### src/rtl/spi_cfg_master_pkg.sv
// Shared constants for the SPI configuration master: peripheral register map,
// frame layout and FSM state encoding.
package spi_cfg_pkg;

  localparam logic [6:0] ADDR_EN_OUT_LO = 7'h00;
  localparam logic [6:0] ADDR_EN_OUT_HI = 7'h01;
  localparam logic [6:0] ADDR_EN_PWM_LO = 7'h02;
  localparam logic [6:0] ADDR_EN_PWM_HI = 7'h03;
  localparam logic [6:0] ADDR_PWM_DUTY  = 7'h04;
  localparam logic [6:0] MAX_ADDR       = 7'h04;

  localparam int   FRAME_W   = 16;
  localparam logic WRITE_BIT = 1'b1;

  localparam logic [2:0] ST_IDLE  = 3'd0;
  localparam logic [2:0] ST_SETUP = 3'd1;
  localparam logic [2:0] ST_SHIFT = 3'd2;
  localparam logic [2:0] ST_HOLD  = 3'd3;
  localparam logic [2:0] ST_GAP   = 3'd4;

  function automatic logic [FRAME_W-1:0] build_frame(input logic [6:0] addr,
                                                     input logic [7:0] data);
    return {WRITE_BIT, addr, data};
  endfunction

endpackage

### src/rtl/spi_cfg_master_if.sv
// Register-write request bus shared by the two on-chip requesters and the master.
interface spi_cfg_master_if;

  logic       req0_valid;
  logic [6:0] req0_addr;
  logic [7:0] req0_data;
  logic       req0_ready;

  logic       req1_valid;
  logic [6:0] req1_addr;
  logic [7:0] req1_data;
  logic       req1_ready;

  modport master (
    output req0_valid, req0_addr, req0_data,
    input  req0_ready,
    output req1_valid, req1_addr, req1_data,
    input  req1_ready
  );

  modport slave (
    input  req0_valid, req0_addr, req0_data,
    output req0_ready,
    input  req1_valid, req1_addr, req1_data,
    output req1_ready
  );

endinterface

### src/rtl/spi_cfg_master_frame_tx.sv
// Serialises one 16-bit SPI mode-0 frame: chip-select setup, 16 sclk periods,
// chip-select hold and an inter-frame gap.
module spi_frame_tx
  import spi_cfg_pkg::*;
#(
  parameter int CLK_DIV  = 4,
  parameter int CS_SETUP = 2,
  parameter int CS_HOLD  = 2,
  parameter int CS_GAP   = 4
) (
  input  logic               clk,
  input  logic               rst_n,
  input  logic               start,
  input  logic [FRAME_W-1:0] frame,
  output logic               sclk,
  output logic               ncs,
  output logic               copi,
  output logic               busy,
  output logic               done
);

  logic [2:0]         state_q, state_d;
  logic [15:0]        cnt_q, cnt_d;
  logic [4:0]         bit_q, bit_d;
  logic               phase_q, phase_d;
  logic [FRAME_W-1:0] sh_q, sh_d;
  logic               done_q, done_d;

  always_comb begin
    state_d = state_q;
    cnt_d   = cnt_q;
    bit_d   = bit_q;
    phase_d = phase_q;
    sh_d    = sh_q;
    done_d  = 1'b0;
    case (state_q)
      ST_IDLE: begin
        if (start) begin
          state_d = ST_SETUP;
          cnt_d   = '0;
          sh_d    = frame;
        end
      end
      ST_SETUP: begin
        if (cnt_q == 16'(CS_SETUP - 1)) begin
          state_d = ST_SHIFT;
          cnt_d   = '0;
          bit_d   = '0;
          phase_d = 1'b1;
        end else begin
          cnt_d = cnt_q + 16'd1;
        end
      end
      ST_SHIFT: begin
        // cnt_q is the half-period divider here; data moves only on the falling half
        if (cnt_q == 16'(CLK_DIV - 1)) begin
          cnt_d = '0;
          if (phase_q) begin
            phase_d = 1'b0;
            sh_d    = {sh_q[FRAME_W-2:0], 1'b0};
          end else if (bit_q == 5'(FRAME_W - 1)) begin
            state_d = ST_HOLD;
          end else begin
            phase_d = 1'b1;
            bit_d   = bit_q + 5'd1;
          end
        end else begin
          cnt_d = cnt_q + 16'd1;
        end
      end
      ST_HOLD: begin
        if (cnt_q == 16'(CS_HOLD - 1)) begin
          state_d = ST_GAP;
          cnt_d   = '0;
          done_d  = 1'b1;
        end else begin
          cnt_d = cnt_q + 16'd1;
        end
      end
      ST_GAP: begin
        if (cnt_q == 16'(CS_GAP - 1)) begin
          state_d = ST_IDLE;
          cnt_d   = '0;
        end else begin
          cnt_d = cnt_q + 16'd1;
        end
      end
      default: state_d = ST_IDLE;
    endcase
  end

  always_ff @(posedge clk) begin
    if (!rst_n) begin
      state_q <= ST_IDLE;
      cnt_q   <= '0;
      bit_q   <= '0;
      phase_q <= 1'b0;
      sh_q    <= '0;
      done_q  <= 1'b0;
    end else begin
      state_q <= state_d;
      cnt_q   <= cnt_d;
      bit_q   <= bit_d;
      phase_q <= phase_d;
      sh_q    <= sh_d;
      done_q  <= done_d;
    end
  end

  assign sclk = (state_q == ST_SHIFT) && phase_q;
  assign ncs  = !((state_q == ST_SETUP) || (state_q == ST_SHIFT) || (state_q == ST_HOLD));
  assign copi = sh_q[FRAME_W-1];
  assign busy = (state_q != ST_IDLE);
  assign done = done_q;

endmodule

### src/rtl/spi_cfg_master.sv
// Round-robin arbiter between two register-write requesters, address check,
// and SPI write-frame transmission to the register peripheral.
module spi_cfg_master
  import spi_cfg_pkg::*;
#(
  parameter int CLK_DIV  = 4,
  parameter int CS_SETUP = 2,
  parameter int CS_HOLD  = 2,
  parameter int CS_GAP   = 4
) (
  input  logic             clk,
  input  logic             rst_n,
  spi_cfg_master_if.slave  req,
  output logic             sclk,
  output logic             ncs,
  output logic             copi,
  output logic             busy,
  output logic             done,
  output logic             err
);

  logic               tx_busy;
  logic               grant0, grant1;
  logic               accept, addr_ok, start;
  logic [6:0]         sel_addr;
  logic [7:0]         sel_data;
  logic [FRAME_W-1:0] frame;
  logic               last_grant_q, last_grant_d;
  logic               err_q, err_d;

  // On a tie the requester not served last wins; ready is withheld during reset
  always_comb begin
    grant0 = req.req0_valid && (!req.req1_valid || last_grant_q);
    grant1 = req.req1_valid && (!req.req0_valid || !last_grant_q);
    req.req0_ready = rst_n && !tx_busy && grant0;
    req.req1_ready = rst_n && !tx_busy && grant1;
    accept   = req.req0_ready || req.req1_ready;
    sel_addr = req.req1_ready ? req.req1_addr : req.req0_addr;
    sel_data = req.req1_ready ? req.req1_data : req.req0_data;
    addr_ok  = (sel_addr <= MAX_ADDR);
    start    = accept && addr_ok;
    frame    = build_frame(sel_addr, sel_data);
    err_d    = accept && !addr_ok;
    last_grant_d = last_grant_q;
    if (req.req1_ready) begin
      last_grant_d = 1'b1;
    end else if (req.req0_ready) begin
      last_grant_d = 1'b0;
    end
  end

  always_ff @(posedge clk) begin
    if (!rst_n) begin
      last_grant_q <= 1'b1;
      err_q        <= 1'b0;
    end else begin
      last_grant_q <= last_grant_d;
      err_q        <= err_d;
    end
  end

  assign err  = err_q;
  assign busy = tx_busy;

  spi_frame_tx #(
    .CLK_DIV  (CLK_DIV),
    .CS_SETUP (CS_SETUP),
    .CS_HOLD  (CS_HOLD),
    .CS_GAP   (CS_GAP)
  ) u_tx (
    .clk   (clk),
    .rst_n (rst_n),
    .start (start),
    .frame (frame),
    .sclk  (sclk),
    .ncs   (ncs),
    .copi  (copi),
    .busy  (tx_busy),
    .done  (done)
  );

endmodule
### src/flat_wrapper.sv
// flat-port wrapper written by rule: the top's interface ports become plain ports
module spi_cfg_master_flat import spi_cfg_pkg::*;
#(
  parameter int CLK_DIV  = 4,
  parameter int CS_SETUP = 2,
  parameter int CS_HOLD  = 2,
  parameter int CS_GAP   = 4
)
  (clk, rst_n, sclk, ncs, copi, busy, done, err, req_req0_valid, req_req0_addr, req_req0_data, req_req0_ready, req_req1_valid, req_req1_addr, req_req1_data, req_req1_ready);
  spi_cfg_master_if req_i ();
  input  logic clk;
  input  logic rst_n;
  output logic sclk;
  output logic ncs;
  output logic copi;
  output logic busy;
  output logic done;
  output logic err;
  input wire logic [$bits(req_i.req0_valid)-1:0] req_req0_valid;
  input wire logic [$bits(req_i.req0_addr)-1:0] req_req0_addr;
  input wire logic [$bits(req_i.req0_data)-1:0] req_req0_data;
  output wire logic [$bits(req_i.req0_ready)-1:0] req_req0_ready;
  input wire logic [$bits(req_i.req1_valid)-1:0] req_req1_valid;
  input wire logic [$bits(req_i.req1_addr)-1:0] req_req1_addr;
  input wire logic [$bits(req_i.req1_data)-1:0] req_req1_data;
  output wire logic [$bits(req_i.req1_ready)-1:0] req_req1_ready;
  assign req_i.req0_valid = req_req0_valid;
  assign req_i.req0_addr = req_req0_addr;
  assign req_i.req0_data = req_req0_data;
  assign req_req0_ready = req_i.req0_ready;
  assign req_i.req1_valid = req_req1_valid;
  assign req_i.req1_addr = req_req1_addr;
  assign req_i.req1_data = req_req1_data;
  assign req_req1_ready = req_i.req1_ready;
  spi_cfg_master #(.CLK_DIV(CLK_DIV), .CS_SETUP(CS_SETUP), .CS_HOLD(CS_HOLD), .CS_GAP(CS_GAP)) u_core (.clk(clk), .rst_n(rst_n), .req(req_i), .sclk(sclk), .ncs(ncs), .copi(copi), .busy(busy), .done(done), .err(err));
endmodule
### config.mk
export PLATFORM = sky130hd
export DESIGN_NAME = spi_cfg_master_flat
export DESIGN_NICKNAME = d
export VERILOG_FILES = /design/src/rtl/spi_cfg_master_pkg.sv /design/src/rtl/spi_cfg_master_if.sv /design/src/rtl/spi_cfg_master_frame_tx.sv /design/src/rtl/spi_cfg_master.sv /design/src/flat_wrapper.sv
export SDC_FILE = /design/constraint.sdc
export NUM_CORES = 1
export LEC_CHECK = 0
export ABC_AREA = 1
export BUFFER_PORTS_ARGS = -buffer_cell sky130_fd_sc_hd__buf_4
export CAP_MARGIN = 20
export CORE_ASPECT_RATIO = 0.5
export CORE_MARGIN = 8
export CORE_UTILIZATION = 35
export DETAILED_ROUTE_END_ITERATION = 8
export PLACE_DENSITY = 0.52
export SYNTH_ARGS = -nofsm -noshare
export SYNTH_HDL_FRONTEND = slang
export SYNTH_SLANG_ARGS = --single-unit
### constraint.sdc
create_clock -name clk -period 2.1 [get_ports clk]
set_clock_uncertainty 0.05 [all_clocks]
set_input_delay 0 -clock clk [delete_from_list [all_inputs] [get_ports clk]]
set_output_delay 0 -clock clk [all_outputs]
set_load 0.05 [all_outputs]
### Yosys cells after proc, flatten, opt, wreduce, memory -nomap -nowiden

Index checks and enable logic that the tools add are counted.

| operators by class | value |
|---|---|
| $mul | 0 |
| mux-type cells | 29 |
| shift operators | 0 |
| reductions and logical operators | 33 |
| $lt $le $gt $ge | 1 |
| $add $sub $neg | 2 |
| div/mod/pow operators | 0 |
| equality and inequality tests | 16 |
| bitwise operators | 1 |

Operators by type and width:

| cell | number |
|---|---|
| $mux W16 | 6 |
| $pmux W16 S3 | 1 |
| $pmux W16 S2 | 1 |
| $mux W3 | 7 |
| $mux W5 | 4 |
| $add A16 B1 Y16 const B | 1 |
| $eq A16 B1 Y1 const B | 1 |
| $eq A16 B2 Y1 const B | 1 |
| $ne A2 B2 Y1 const B | 8 |
| $pmux W3 S5 | 1 |
| $pmux W5 S2 | 1 |
| $logic_and A1 B1 Y1 | 8 |
| $mux W8 | 1 |
| $le A7 B3 Y1 const B | 1 |
| $mux W7 | 1 |
| $reduce_and A7 Y1 | 1 |
| $eq A3 B2 Y1 const B | 2 |
| $logic_not A1 Y1 | 6 |
| $reduce_bool A3 Y1 | 2 |
| $reduce_or A2 Y1 | 3 |
| $add A5 B1 Y5 const B | 1 |
| $eq A5 B4 Y1 const B | 1 |
| $logic_or A1 B1 Y1 | 5 |
| $mux W1 | 5 |
| 11 further kinds | 13 |

| word-level totals | value |
|---|---|
| RAM bits | 0 |
| ROM bits | 0 |
| output and inout port bits | 8 |
| memories | 0 |
| input port bits | 34 |
| register bits after elaboration | 44 |
| bits in latches | 0 |
| word-level logic and storage cells | 90 |

### Depth between registers and ports, before layout

Gate-level depths: netlist of run 1.

| logic depth | value |
|---|---|
| depth after elaboration | 9 |
| depth in mapped cells | 15 |
| depth with buffers taken out | 14 |

### Cells and area by module

Synthesis of run 1 repeated with hierarchy kept, for this count alone.

| unflattened totals | value |
|---|---|
| cell total of the unflattened synthesis | 460 |
| area total of the unflattened synthesis | 2822.7 um^2 |

Modules (own cells, without submodules):

| module | cells each | instances | area each (um^2) | sequential area each (um^2) |
|---|---|---|---|---|
| spi_frame_tx | 372 | 1 | 2364.8 | 840.8 |
| spi_cfg_master | 88 | 1 | 457.9 | 40.0 |

### Least setup slack after synthesis of run 1

Ideal clock, no wire load.

| path | value |
|---|---|
| path type | register to register |
| start | register u_core.u_tx.state_q[2] |
| end | register u_core.u_tx.sh_q[7] |
| period minus slack after synthesis | 2314 ps |
| data required time | 1935 ps |
| setup time | 115 ps |
| path buffers | 2 |
| arrival time | 2149 ps |
| path slack | -214 ps |
| cell stages (with the launch flop) | 10 |
| cells stage by stage | dfxtp_1 > nor2_4 > nand2_1 > nor2_1 > o21a_1 > buf_2 > buf_1 > nand3_1 > nand2_1 > nor2_1 |

| on the way | value |
|---|---|
| word-level cells in the longest chain between the ends | 9 |

Ends and longest elaborated chain:

| item | line | text |
|---|---|---|
| from (decl) | spi_cfg_master_frame_tx.sv:22 | `logic [2:0] state_q, state_d;` |
| from (signal assigned) | spi_cfg_master_frame_tx.sv:101 | `state_q <= state_d;` |
| $reduce_bool A3 Y1 | spi_cfg_master_frame_tx.sv:113 | `assign busy = (state_q != ST_IDLE);` |
| $logic_not A1 Y1 | spi_cfg_master.sv:35, spi_cfg_master.sv:36 |  |
| $logic_and A1 B1 Y1 | spi_cfg_master.sv:35, spi_cfg_master.sv:36 |  |
| $logic_and A1 B1 Y1 | spi_cfg_master.sv:36 | `req.req1_ready = rst_n && !tx_busy && grant1;` |
| $mux W7 | spi_cfg_master.sv:38 | `sel_addr = req.req1_ready ? req.req1_addr : req.req0_addr;` |
| $le A7 B3 Y1 | spi_cfg_master.sv:40 | `addr_ok = (sel_addr <= MAX_ADDR);` |
| $logic_and A1 B1 Y1 | spi_cfg_master.sv:41 | `start = accept && addr_ok;` |
| $ne A2 B1 Y1 (no source line) | -- |  |
| $reduce_and A4 Y1 (no source line) | -- |  |
| to (signal assigned) | spi_cfg_master_frame_tx.sv:98 | `sh_q <= '0;` |
| to (signal assigned) | spi_cfg_master_frame_tx.sv:105 | `sh_q <= sh_d;` |
| to (decl) | spi_cfg_master_frame_tx.sv:26 | `logic [FRAME_W-1:0] sh_q, sh_d;` |

Parallel ways exist; a longest one is shown, timed or not. The select of a mux whose other input is x is not followed.
A chain may end at the register's enable or synchronous reset.

### Worst setup path in the final report of run 1

| path | value |
|---|---|
| start | register u_core.u_tx.state_q[0] |
| end | register u_core.u_tx.state_q[0] |

| on the way | value |
|---|---|
| word-level cells in the longest chain between the ends | 9 |

Ends and longest elaborated chain:

| item | line |
|---|---|
| $reduce_bool A3 Y1 | spi_cfg_master_frame_tx.sv:113 |
| $logic_not A1 Y1 | spi_cfg_master.sv:35, spi_cfg_master.sv:36 |
| $logic_and A1 B1 Y1 | spi_cfg_master.sv:35, spi_cfg_master.sv:36 |
| $logic_and A1 B1 Y1 | spi_cfg_master.sv:36 |
| $mux W7 | spi_cfg_master.sv:38 |
| $le A7 B3 Y1 | spi_cfg_master.sv:40 |
| $logic_and A1 B1 Y1 | spi_cfg_master.sv:41 |
| $ne A2 B1 Y1 (no source line) | -- |
| $reduce_and A7 Y1 (no source line) | -- |

Parallel ways exist; a longest one is shown, timed or not.

==> results of run 1 <==
[cell families (layout without fill, tap and decap cells)]
family	count (synthesis)	after routing	synth area share [%]
AOI/OAI and AO/OA	70	70	14.35
xor gates and xnor gates	6	6	1.963
adders and majority gates	4	4	1.869
buffers and inverters	60	118	9.532
DFF	44	44	32.90
and+or+nand+nor	237	237	39.39
[registers in the layout (all words and copies together) (netlist names)]
register,cells
u_core.u_tx.cnt_q,16
u_core.u_tx.sh_q,16
u_core.u_tx.bit_q,5
u_core.u_tx.state_q,3
u_core.err,1
u_core.last_grant_q,1
u_core.u_tx.done,1
u_core.u_tx.phase_q,1
[final timing paths]
kind | from | slack (ns) | to | depth (start not counted)
worst max-delay path | u_core.u_tx.state_q[0] | 0.11 | u_core.u_tx.state_q[0] | 13
worst min-delay path | req_req0_data[0] | 0.06 | u_core.u_tx.sh_q[0] | 5
worst max register to register | u_core.u_tx.state_q[0] | 0.11 | u_core.u_tx.state_q[0] | 13
worst min register to register | u_core.u_tx.sh_q[0] | 0.42 | u_core.u_tx.sh_q[0] | 2
[critical path, cell delays in order, from the launching register on]
cell and delay [ns]:
dfxtp_4 0.36, nor2_4 0.18, nand3_4 0.10, nor2_4 0.12, buf_4 0.16, nand2_2 0.06
nand2_2 0.07, nand2_2 0.06, nor2_4 0.13, nand3_4 0.13, nand2_8 0.16, buf_6 0.14
nand3_2 0.06, a21oi_2 0.13
[layout by cell type, fill, tap and decap left out, types with 4 or more instances in the layout]
cell / n
nor3_1: 7
nor2_1: 65
dfxtp_1: 42
ha_1: 4
nand2_2: 18
o21ai_0: 25
clkbuf_16: 5
inv_1: 43
a21oi_1: 28
nand2_1: 85
xor2_1: 5
nand3_1: 37
o21bai_1: 4
o21a_1: 6
buf_4: 59
nand3_2: 6
[report_power, final]
part           switching [mW]  internal (mW)  total [mW]
Sequential              0.104           1.03        1.13
Combinational            1.74           1.05        2.79
Clock                   0.333          0.560       0.893
Total                    2.17           2.64        4.81
[layout make-up]
type	instances	share of cell area (%)
Multi-Input combinational cell	317	46.92
Sequential cell	44	25.17
Timing Repair Buffer	65	14.97
Inverter	45	4.870
Clock buffer	6	3.662
Tap cell	96	3.413
Clock inverter	2	0.9954
[metrics by stage]
| stage | hold WS (ns) | util [%] | total power, mW | cell area [sq um] |
|---|---|---|---|---|
| final | 0.06404 | 47.71 | 4.811 | 3520 |
| after global routing | 0.09413 | 47.71 | 5.218 | 3520 |
| after CTS | 0.05699 | 45.18 | 4.512 | 3333 |
| after detailed placement | 0.2966 | 42.83 | 3.591 | 3159 |
| after global placement | 0.2941 | 42.83 | 3.614 | 3159 |
| after floorplan | 0.1110 | - | 2.952 | 2680 |
[per-layer routing]
metal,vias to the layer above,share of wire [%],GRT usage [%]
li1,1469,-,-
met3,8,2.2,2.869
met2,23,44,20.48
met5,-,0,0
met4,0,1.2,4.189
met1,1206,53,16.61
[repair_timing]
| action | in CTS | in global routing |
|---|---|---|
| buffers inserted | 0 | 8 |
| hold buffers | 1 | 0 |
| endpoints found under the hold margin | 9 | 0 |
| gates resized for setup | 0 | 38 |
| setup endpoints to repair | 0 | 28 |
==> impl_results.md, run 1 <==
- # port buffers: 41
- Full die area: 10870 sq um
- Outcome: complete, no violations
- Std-Cell Rows: 22
- Maxcap violations: 0
- Num CTS Buffers: 5
- Initial Utilization: 36.30%
- Fin crit period: 1.990 ns
- Worst skew pair latency: 0.29 ns
- Worst-case clock buffer depth: 2
- # setup viols final: 0
- PnR worst setup slack: 0.1101 ns
- Clock transition at path regs: 0.06 ns
- Synth Instances: 421
- Antenna diodes: 0
- Syn nets: 459
- Gr usage total: 12.72%
- Area grow syn2layout: 31.45%
- Netlist cell types: 32
- Pwr dens: 1367 nW/um^2
- Max Freq: 502.5 MHz
- Post-synth top area share: 32.90%
- Ys Warns: 0
- Final hold viol count: 0
- CP endpoint kind: register
- Worst setup path class: register to register
- Core area: 7377 sq um
- Total negative slack: 0 ns
- Data arrival, critical path: 2.16 ns
- CTS tree: done
- Largest net degree at the start of global routing: 22
- Filler Cell Count: 760
- Async SR Flop Fraction: 0%
- Clk sinks: 44
- Placed Instances: 558
- Most common cell in the netlist: nand2_1
- Seq/Total Area, Yosys: 32.90%
- Vias per Instance: 4.706
- Synth Flop Type: dfxtp_1
- Layout Cells excl Fill: 575
- Register area: 885.9 sq um
- Worst-Margin Slew: 0.4419 ns
- Max Slew Vio Count: 0
- Root Driver: clkbuf_16
- Die height: 77.85 microns
- HP Class: primary input to register
- Io pins: 42
- Via count: 2706
- Routed WL: 6968 microns
- H-tree depth: 2
- Gpl congestion: 0.7763
- Critical path peak fanout: 7
- Initial antenna violation count: 0
- Nets: 516
- Total gr overflow: 0
- Lkg Pwr: 1.560 nW
- Final period utilization: 94.76%
- Slew HR: 70.51%
- Peak supply drop: 0.0005814 V
- Area of the multi-input gates: 1652 sq um
- Initial drt markers: 131
- Avg Cell Area, Syn: 6.360 sq um
- Place WS: 0.08531 ns
- Die X: 139.7 microns
- Worst path required time: 2.27 ns
- Post-route ant nets: 0
- First-pass GRT wire length: 11550 microns
- HPWL Detailed: 5020 microns
- Detailed Routing Iterations Pass 1: 4
- Post-synth EDFFs: 0
- Synth area leader: dfxtp_1
- Synth area leaders: dfxtp_1 33%, nand2_1 14%, nor2_1 9.4%
- Mean routed wirelength per cell: 12.12 microns
- Top cells by count, synth: 98 x nand2_1, 67 x nor2_1, 44 x dfxtp_1
- Startpoint types: register
- Seq cells post-synth: 44
- Share of cells above drive strength 1: 24.01%
- DRC Markers: 0
- Mapped cell area: 2678 sq um
- Vias in the first global route: 2479
Power figures use the tool's default switching activity.
==> run 2, diff against run 1 <==
--- a/config.mk
+++ b/config.mk
@@ -12,7 +12,8 @@
 export CORE_MARGIN = 8
 export CORE_UTILIZATION = 35
 export DETAILED_ROUTE_END_ITERATION = 8
-export PLACE_DENSITY = 0.52
+export PLACE_DENSITY = 0.51
 export SYNTH_ARGS = -nofsm -noshare
 export SYNTH_HDL_FRONTEND = slang
+export SYNTH_HIERARCHICAL = 1
 export SYNTH_SLANG_ARGS = --single-unit
==> impl_results.md, run 2 <==
- Outcome: finished with violations (was complete, no violations)
- Failing checks: setup timing
- Pwr dens: 809.7 nW/um^2 (was 1367 nW/um^2)
- Hold WS: 0.03144 ns (was 0.06404 ns)
- Critical path peak fanout: 6 (was 7)
- Initial antenna violation count: 0 (unchanged)
- Ys Warns: 6 (was 0)
- Initial Utilization: 35.67% (was 36.30%)
- Mapped cell area: 2823 sq um (was 2678 sq um)
- Gr usage total: 13.71% (was 12.72%)
- Seq pwr share: 28.9% (was 23.5%)
- Async SR Flop Fraction: 0% (unchanged)
- R2R Path Start: u_core/u_tx/state_q[0] (was u_core.u_tx.state_q[0])
- Crit-path max cell delay: 0.33 ns (was 0.36 ns)
- Routed WL: 7401 microns (was 6968 microns)
- CP endpoint kind: register (unchanged)
- Post-route ant nets: 0 (unchanged)
- Antenna diodes: 0 (unchanged)
- Hold depth: 3 (was 5)
- Most common cell in the netlist: nand2_1 (unchanged)
- Initial drt markers: 97 (was 131)
- Synth Flop Type: dfxtp_1 (unchanged)
- Max Slew Vio Count: 0 (unchanged)
- DRC Markers: 0 (unchanged)
- Internal: 2.038 mW (was 2.638 mW)
- Total gr overflow: 0 (unchanged)
- Peak supply drop: 0.0004317 V (was 0.0005814 V)
- Sw frac: 37.55% (was 45.18%)
- Clock transition at path regs: 0.06 ns (about the same)
- Filler Cell Count: 814 (was 760)
- Gpl congestion: 0.8252 (was 0.7763)
- Hold buffers post-CTS: 0 (was 1)
- Area of the multi-input gates: 1923 sq um (was 1652 sq um)
- Synth Instances: 460 (was 421)
- Register area: 883.3 sq um (was 885.9 sq um)
- RSZ-0062 raised after global routing: true
- Fin crit period: 2.183 ns (was 1.990 ns)
- Post-synth top area share: 31.21% (was 32.90%)
- Clk sinks: 44 (unchanged)
- Buf/Inv on CP: 2 (unchanged)
- # setup viols final: 30 (was 0)
- Vias per Instance: 4.508 (was 4.706)
- Num CTS Buffers: 5 (unchanged)
- Io pins: 42 (unchanged)
- Data arrival, critical path: 2.32 ns (was 2.16 ns)
- Seq cells post-synth: 44 (unchanged)
- Worst setup path class: register to register (unchanged)
- Maxcap violations: 0 (unchanged)
- CTS tree: done (unchanged)
- CP delay by family, top: simple AND/OR/NAND/NOR gates (unchanged)
- Final hold viol count: 0 (unchanged)
- Detailed Routing Iterations Pass 1: 4 (unchanged)
- Seq/Total Area, Yosys: 31.21% (was 32.90%)
- Commonest non-fill, non-tap cell in the layout: nand2_1 (unchanged)
- Share of cells above drive strength 1: 31.85% (was 24.01%)
- Area grow syn2layout: 42.78% (was 31.45%)
- Synth area leaders: dfxtp_1 31%, nand2_1 21%, inv_1 7.4% (was dfxtp_1 33%, nand2_1 14%, nor2_1 9.4%)
- Top Registers: u_core/u_tx/cnt_q: 16 flops, u_core/u_tx/sh_q: 16 flops, u_core/u_tx/bit_q: 5 flops (was u_core.u_tx.cnt_q: 16 flops, u_core.u_tx.sh_q: 16 flops, u_core.u_tx.bit_q: 5 flops)
- # port buffers: 41 (unchanged)
- Die X: 143 microns (was 139.7 microns)
- Worst skew pair latency: 0.29 ns (about the same)
- Root Driver: clkbuf_16 (unchanged)
- Hold_sp: req_req1_valid (was req_req0_data[0])
- Full die area: 11370 sq um (was 10870 sq um)
- Layout Cells excl Fill: 652 (was 575)
- First-pass GRT wire length: 12810 microns (was 11550 microns)
- Mean routed wirelength per cell: 11.35 microns (was 12.12 microns)
- Avg Cell Area, Syn: 6.136 sq um (was 6.360 sq um)
- Vias in the first global route: 2808 (was 2479)
- Final period utilization: 103.9% (was 94.76%)
- CP Depth: 17 (was 13)
- Via count: 2939 (was 2706)
- Netlist cell types: 33 (was 32)
- Logic pwr share: 42.4% (was 57.9%)
- Syn nets: 498 (was 459)
- Placed Instances: 628 (was 558)
- Die height: 79.50 microns (was 77.85 microns)
- Most frequent cells in the layout: 138 x nand2_1, 75 x buf_4, 55 x inv_1, 54 x nor2_1, 42 x dfxtp_1 (was 85 x nand2_1, 65 x nor2_1, 59 x buf_4, 43 x inv_1, 42 x dfxtp_1)
- Worst path required time: 2.24 ns (was 2.27 ns)
- Worst-case clock buffer depth: 2 (unchanged)
- R2R cell count: 17 (was 13)
- Switching Power: 1.225 mW (was 2.174 mW)
- Largest net degree at the start of global routing: 28 (was 22)
- H-tree depth: 2 (unchanged)
- Clock network fraction of design power: 28.7% (was 18.6%)
- Synth area leader: dfxtp_1 (unchanged)
- HPWL Detailed: 5294 microns (was 5020 microns)
- Nets: 577 (was 516)
- R2R setup slack: -0.08 ns (was 0.11 ns)
- Fin util: 50.92% (was 47.71%)
- Lkg Pwr: 1.946 nW (was 1.560 nW)
- Post-synth EDFFs: 0 (unchanged)
- Crit-path most repeated cell: nor2_4
- Max Freq: 458.2 MHz (was 502.5 MHz)
- PnR worst setup slack: -0.08255 ns (was 0.1101 ns)
- CP Launch Point: u_core/u_tx/state_q[0] (was u_core.u_tx.state_q[0])
- Top cells by count, synth: 159 x nand2_1, 56 x inv_1, 56 x nor2_1 (was 98 x nand2_1, 67 x nor2_1, 44 x dfxtp_1)
- HP Class: primary input to register (unchanged)
- Startpoint types: register (unchanged)
- Critical path's slowest cell: dfxtp_2 (was dfxtp_4)
- Critical path, cell by cell: nor2_4 -> nand2_4 -> inv_2 -> nand2_4 -> nor2_4 -> nand2_1 -> nand2_2 -> nand2_2 -> nor2_4 -> nand2_4 -> nor2_4 -> buf_4 -> nand3_4 -> nand2_8 -> nand2_8 -> o21ai_0 -> nor2_1 (was nor2_4 -> nand3_4 -> nor2_4 -> buf_4 -> nand2_2 -> nand2_2 -> nand2_2 -> nor2_4 -> nand3_4 -> nand2_8 -> buf_6 -> nand3_2 -> a21oi_2)
- Std-Cell Rows: 23 (was 22)
- Core area: 7914 sq um (was 7377 sq um)
==> run 2: changes by cell type after synthesis, sizes merged, moves of 4 or more <==
cell,before,now
nor2,70,66
nand2,106,177
nand4,3,11
o21a,6,0
inv,45,61
nand3,46,21
a21oi,30,18
==> run 2: layout make-up <==
| type | count | share of cell area [%] |
|---|---|---|
| clock inverter | 2 | 0.9624 |
| tap | 112 | 3.477 |
| sequential | 44 | 21.92 |
| clock buffer | 6 | 3.446 |
| timing repair inverter | 1 | 0.2794 |
| inverter | 63 | 6.613 |
| timing repair buffer | 80 | 15.59 |
| multi-input combinational | 344 | 47.72 |
==> run 2: path summary, 6_finish.rpt <==
| kind | to |
|---|---|
| setup reg to reg | u_core/u_tx/sh_q[2] |
| hold reg to reg | u_core/u_tx/sh_q[11] |
| setup / recovery | u_core/u_tx/sh_q[2] |
| hold / removal | u_core/last_grant_q |
==> run 2: repair_timing <==
| item | 4_1_cts | 5_1_grt |
|---|---|---|
| cloned | 1 | 2 |
| pin swaps | 19 | 21 |
| hold endpoints to repair | 0 | 0 |
| endpoints found under the setup margin | 33 | 35 |
| buffers inserted | 7 | 7 |
| resized for setup | 29 | 39 |
==> run 2: metrics by stage <==
| step | setup WS (ns) | cell area, sq um | power [mW] | TNS (ns) |
|---|---|---|---|---|
| 2_1_floorplan | -0.2016 | 2883 | 1.721 | -1.738 |
| 3_3_place_gp | -0.07772 | 3457 | 2.116 | -1.544 |
| 3_5_place_dp | -0.1304 | 3457 | 2.114 | -2.687 |
| 4_1_cts | -0.08923 | 3804 | 3.162 | -0.7828 |
| 5_1_grt | -0.2062 | 4030 | 3.463 | -5.531 |
| 6_report | -0.08255 | 4030 | 3.263 | -1.022 |
==> run 2: metal layers <==
layer | global-route usage, % | vias up | part of all wire [%] | wire length [microns]
met3 | 3.401 | 8 | 3.4 | 249
met4 | 4.942 | 0 | 1.3 | 93
met2 | 21.98 | 45 | 45 | 3360
met1 | 17.60 | 1291 | 50 | 3697
met5 | 0 | - | 0 | 0
li1 | - | 1595 | - | -
==> run 2: cells by family after synthesis <==
kind of cell | count (synthesis) | share of synthesized area [%]
AOI/OAI and AO/OA | 52 | 10.28
xor gates and xnor gates | 2 | 0.6207
adders and majority gates | 4 | 1.773
buffers and inverters | 74 | 11.17
DFF | 44 | 31.21
other | 1 | 0.1329
and+or+nand+nor | 283 | 44.81
==> run 2: power by group through the flow <==
stage | Sequential, mW | Combinational [mW] | Clock (mW)
after CTS | 0.941 | 1.25 | 0.971
final | 0.944 | 1.38 | 0.936
after detailed placement | 0.958 | 1.16 | 0
after floorplan | 0.986 | 0.734 | 0
after global placement | 0.960 | 1.16 | 0
after global routing | 0.953 | 1.51 | 1.00
==> run 2: tightest hold or removal path: cells and delay by family <==
kind | cells | cell delay, ns
AO/OA/AOI/OAI | 2 | 0.21
buffers and inverters | 1 | 0.13
